File: config.mk
export PLATFORM = sky130hd
export DESIGN_NAME = block_transfer_seq
export DESIGN_NICKNAME = d
export VERILOG_FILES = /design/src/rtl/block_transfer_seq.sv
export SDC_FILE = /design/constraint.sdc
export NUM_CORES = 1
export LEC_CHECK = 0
export ABC_AREA = 1
export BUFFER_PORTS_ARGS = -buffer_cell sky130_fd_sc_hd__buf_2
export CAP_MARGIN = 15
export CORE_MARGIN = 4
export CORE_UTILIZATION = 59
export DETAILED_ROUTE_END_ITERATION = 8
export PLACE_DENSITY = 0.95
export SLEW_MARGIN = 0
export SYNTH_ARGS = -nofsm -noshare
export SYNTH_HDL_FRONTEND = slang
export SYNTH_SLANG_ARGS = --single-unit
File: constraint.sdc
create_clock -name clk -period 8 [get_ports clk]
set_input_delay 0.4 -clock clk [delete_from_list [all_inputs] [get_ports clk]]
set_output_delay 0.4 -clock clk [all_outputs]
set_load 0.05 [all_outputs]
File: src/rtl/block_transfer_seq.sv
// Load/store-multiple sequencer: walks a register list lowest index first, moving one
// word per cycle between data memory and the register file, then writes back the base.
module block_transfer_seq #(
  parameter int N = 4,
  parameter int M = 32
) (
  input  logic              clk,
  input  logic              rst,
  input  logic              start,
  input  logic              is_load,
  input  logic              up,
  input  logic [2**N-1:0]   reglist,
  input  logic [M-1:0]      base_addr,
  input  logic [N-1:0]      base_reg,
  input  logic              wb_en,
  output logic              busy,
  output logic              done,
  output logic [M-1:0]      mem_addr,
  output logic              mem_re,
  output logic              mem_we,
  output logic [M-1:0]      mem_wd,
  input  logic [M-1:0]      mem_rd,
  output logic [N-1:0]      rf_a2,
  input  logic [M-1:0]      rf_rd2,
  output logic              rf_we3,
  output logic [N-1:0]      rf_a3,
  output logic [M-1:0]      rf_wd3,
  output logic              pc_wr
);

  localparam int L  = 2**N;
  localparam int CW = N + 1;
  localparam logic [M-1:0] STEP = M'(M / 8);

  typedef enum logic [2:0] {IDLE, SETUP, XFER, DRAIN, WB, DONE} state_e;

  state_e         state_q, state_d;
  logic [L-1:0]   list_q, list_d;
  logic           load_q, load_d;
  logic           up_q, up_d;
  logic           wb_do_q, wb_do_d;
  logic [N-1:0]   base_reg_q, base_reg_d;
  logic [M-1:0]   base_q, base_d;      // holds the old base until SETUP, then new_base
  logic [M-1:0]   addr_q, addr_d;
  logic           ld_vld_q, ld_vld_d;
  logic [N-1:0]   ld_idx_q, ld_idx_d;

  logic [N-1:0]   idx;
  logic [CW-1:0]  cnt;
  logic [M-1:0]   span;

  always_comb begin
    idx = '0;
    for (int i = L - 1; i >= 0; i--) begin
      if (list_q[i]) idx = N'(i);
    end
  end

  always_comb begin
    cnt = '0;
    for (int i = 0; i < L; i++) cnt = cnt + CW'(list_q[i]);
  end

  assign span = M'(cnt) * STEP;

  // NOTE: non-blocking assignments so every register samples pre-edge values together.
  always_ff @(posedge clk or posedge rst) begin
    if (rst) begin
      state_q    <= IDLE;
      list_q     <= '0;
      load_q     <= 1'b0;
      up_q       <= 1'b0;
      wb_do_q    <= 1'b0;
      base_reg_q <= '0;
      base_q     <= '0;
      addr_q     <= '0;
      ld_vld_q   <= 1'b0;
      ld_idx_q   <= '0;
    end else begin
      state_q    <= state_d;
      list_q     <= list_d;
      load_q     <= load_d;
      up_q       <= up_d;
      wb_do_q    <= wb_do_d;
      base_reg_q <= base_reg_d;
      base_q     <= base_d;
      addr_q     <= addr_d;
      ld_vld_q   <= ld_vld_d;
      ld_idx_q   <= ld_idx_d;
    end
  end

  // NOTE: every signal gets a default first, so no path can infer a latch.
  always_comb begin
    state_d    = state_q;
    list_d     = list_q;
    load_d     = load_q;
    up_d       = up_q;
    wb_do_d    = wb_do_q;
    base_reg_d = base_reg_q;
    base_d     = base_q;
    addr_d     = addr_q;
    ld_vld_d   = 1'b0;
    ld_idx_d   = ld_idx_q;
    case (state_q)
      IDLE: begin
        if (start) begin
          list_d     = reglist;
          load_d     = is_load;
          up_d       = up;
          base_reg_d = base_reg;
          base_d     = base_addr;
          // A load into the base register wins over the written-back base.
          wb_do_d    = wb_en & ~(is_load & reglist[base_reg]);
          state_d    = (reglist == '0) ? DONE : SETUP;
        end
      end
      SETUP: begin
        addr_d  = up_q ? base_q : base_q - span;
        base_d  = up_q ? base_q + span : base_q - span;
        state_d = XFER;
      end
      XFER: begin
        list_d   = list_q & (list_q - L'(1));
        addr_d   = addr_q + STEP;
        ld_vld_d = load_q;
        ld_idx_d = idx;
        if (list_d == '0) state_d = load_q ? DRAIN : WB;
      end
      DRAIN:   state_d = WB;
      WB:      state_d = DONE;
      DONE:    state_d = IDLE;
      default: state_d = IDLE;
    endcase
  end

  always_comb begin
    busy     = (state_q != IDLE);
    done     = (state_q == DONE);
    mem_addr = '0;
    mem_re   = 1'b0;
    mem_we   = 1'b0;
    mem_wd   = '0;
    rf_a2    = '0;
    rf_we3   = 1'b0;
    rf_a3    = '0;
    rf_wd3   = '0;
    if (state_q == XFER) begin
      mem_addr = addr_q;
      if (load_q) begin
        mem_re = 1'b1;
      end else begin
        rf_a2  = idx;
        mem_we = 1'b1;
        mem_wd = rf_rd2;
      end
    end
    if (ld_vld_q) begin
      rf_we3 = 1'b1;
      rf_a3  = ld_idx_q;
      rf_wd3 = mem_rd;
    end
    if (state_q == WB && wb_do_q) begin
      rf_we3 = 1'b1;
      rf_a3  = base_reg_q;
      rf_wd3 = base_q;
    end
    pc_wr = rf_we3 && (rf_a3 == {N{1'b1}});
  end

endmodule
==> impl_metrics.json <==
{
  "grt_util_all_layers_pct": 37.5,
  "crit_path_max_fanout": 5,
  "postSynth.asyncResetShare_pct": 100,
  "placed_area_um2": 10300,
  "num_rows": 45,
  "rsz0062_at_grt": "no",
  "chipWidth_um": 133,
  "maxSlewHeadroom_pct": 36.7,
  "layout_commonest_cell": "nand2_1",
  "post_cts_buffers": 0,
  "clock-sinks": 95,
  "die_h_um": 133,
  "layout-drive-gt1-share_pct": 20.4,
  "drt_iter0_drc": 1338,
  "cp-start-kind": "flop",
  "setup.worst_path.end_class": "flop",
  "worstSetupPathType": "reg -> reg",
  "finalNetCount": 1784,
  "synth_warnings": 0,
  "clk_pin_slew_ns": 0.08,
  "dieArea_um2": 17600,
  "synth-seq-cells": 95,
  "hold_path.class": "in -> async",
  "syn_to_final_growth_pct": 16.1,
  "ant_nets": 0,
  "syn_inst": 1446,
  "viasPerCell": 6.06,
  "fin_skew_ns": 0.00936,
  "clockRootBuffer": "clkbuf_16",
  "crit_arrival_ns": 5.60,
  "n_antenna_cell": 0,
  "grt_pass1_wl_mm": 53.7,
  "cts_tree": "done",
  "firstDrtPassIters": 6,
  "required_ns": 8.28,
  "ys.flop_type": "dfrtp_1",
  "grt_max_degree": 92,
  "tns_ns": 0,
  "syn_nets": 1599,
  "grt_pass1_vias": 10600,
  "cts_htree_levels": 3,
  "wl_mm": 33.8,
  "coreArea_um2": 15200,
  "vias": 11000,
  "setup_viol": 0,
  "fin_crit_ns": 5.32,
  "place_hpwl_mm": 25.9,
  "yosysSeqAreaShare_pct": 25.9,
  "layout_common_cells": "357 x nand2_1, 231 x buf_2, 163 x nor2_1",
  "postLayoutCellArea_um2": 10600,
  "post-route-period-util_pct": 66.5,
  "clk_path_buf_depth": 2,
  "n_fill_cell": 1328,
  "drt-wirelength-per-cell_um": 18.5,
  "antenna_found_initial": 0,
  "worst_pin_slew_ns": 0.948,
  "ctsResizeCount": 0,
  "status": "finished clean",
  "grt_overflow": 0,
  "synth.distinct_cells": 56,
  "synth_edf_count": 0,
  "drc": 0,
  "final-max-slew-violation-count": 0,
  "hold_violations": 0,
  "pin_count": 232,
  "maxCapViolations": 0,
  "cts_buffers": 9,
  "fmax_mhz": 188,
  "syn_area_um2": 9170,
  "syn_area_per_cell_um2": 6.34,
  "place_congestion": 1.06,
  "insertion_delay_ns": 0.36,
  "ctsHoldBuffers": 0,
  "io_buffer_count": 231,
  "initial_core_util_pct": 60.3
}
-- per-layer routing --
metal	GRT usage (%)	routed length, um
met5	0	0
met4	21.3	2050
met3	6.81	3220
met2	61.8	15800
met1	46.4	12800
-- path summary, 6_finish.rpt --
path	start	to	slack, ns	cells after the start
max	list_q[0]$_DFFE_PP0P_	base_q[9]$_DFFE_PP0P_	2.68	20
max in group asynchronous	rst	addr_q[31]$_DFFE_PP0P_	6.76	3
min reg2reg	ld_idx_q[3]$_DFFE_PP0P_	ld_idx_q[3]$_DFFE_PP0P_	0.49	2
min in group clk	base_addr[2]	base_q[2]$_DFFE_PP0P_	0.25	3
min	rst	base_q[4]$_DFFE_PP0P_	0.09	2
max reg2reg	list_q[0]$_DFFE_PP0P_	base_q[9]$_DFFE_PP0P_	2.68	20
-- cell type report --
type | count | area (um^2) | share of cell area (%)
well taps | 188 | 235 | 2.21
repair buffers | 241 | 1230 | 11.6
multi-input cells | 1105 | 5820 | 54.7
inverters | 179 | 676 | 6.35
clock buffers | 10 | 229 | 2.15
flip-flops and latches | 95 | 2380 | 22.3
clock inverters | 6 | 73.8 | 0.693
-- cell usage after synthesis (all sizes together) (3+ instances only) --
master	number	area, um^2
ha	19	238
o21a	11	82.6
nor4	12	81.3
xor2	25	219
a22oi	4	30.0
clkbuf	35	131
o21ai	117	586
nand4	34	219
dfrtp	95	2380
nand2	368	1420
fa	12	240
o211ai	15	113
a21oi	55	290
inv	177	664
o22ai	6	37.5
o221ai	16	140
nand3b	3	26.3
nand3	160	828
buf	32	179
nor3	42	310
a221oi	3	26.3
nor2	183	778
-- cell families after synthesis --
family / Yosys count / synth area share (%)
fa+ha+maj: 31 / 5.21
xor+xnor: 26 / 2.48
mux: 1 / 0.109
compound gates: 237 / 15.1
simple gates: 810 / 40.5
buf+inv: 246 / 10.7
flops: 95 / 25.9
-- stage by stage --
step | worst slack (ns) | hold slack, ns | std cells | util, %
3_5_place_dp | 2.74 | 0.473 | 1808 | 68.0
2_1_floorplan | 3.26 | 0.450 | 1446 | -
4_1_cts | 2.72 | 0.109 | 1824 | 70.0
3_3_place_gp | 2.94 | 0.467 | 1808 | 68.0
6_report | 2.68 | 0.0915 | 1824 | 70.0
5_1_grt | 2.37 | 0.134 | 1824 | 70.0
-- registers in the layout, summed over array words and instances, names as in the netlist --
register / flops
wb_do_q: 1
base_q: 32
state_q: 3
list_q: 16
addr_q: 32
up_q: 1
ld_idx_q: 4
base_reg_q: 4
load_q: 1
ld_vld_q: 1
-- critical path: stages (launching register included) --
cell	delay, ns
dfrtp_1	0.39
inv_1	0.13
fa_1	0.60
fa_1	0.46
fa_1	0.48
fa_1	0.49
inv_1	0.05
ha_1	0.20
fa_1	0.41
nand2_1	0.09
a21oi_1	0.11
ha_1	0.36
inv_1	0.10
a21oi_2	0.24
nand4_1	0.24
nor2_1	0.17
xor2_1	0.32
o21ai_0	0.15
nand3_1	0.10
nand2_1	0.06
o21ai_1	0.08
Power is not shown: default switching activity piles up to over one toggle a cycle in this logic, so the estimate is an artifact.
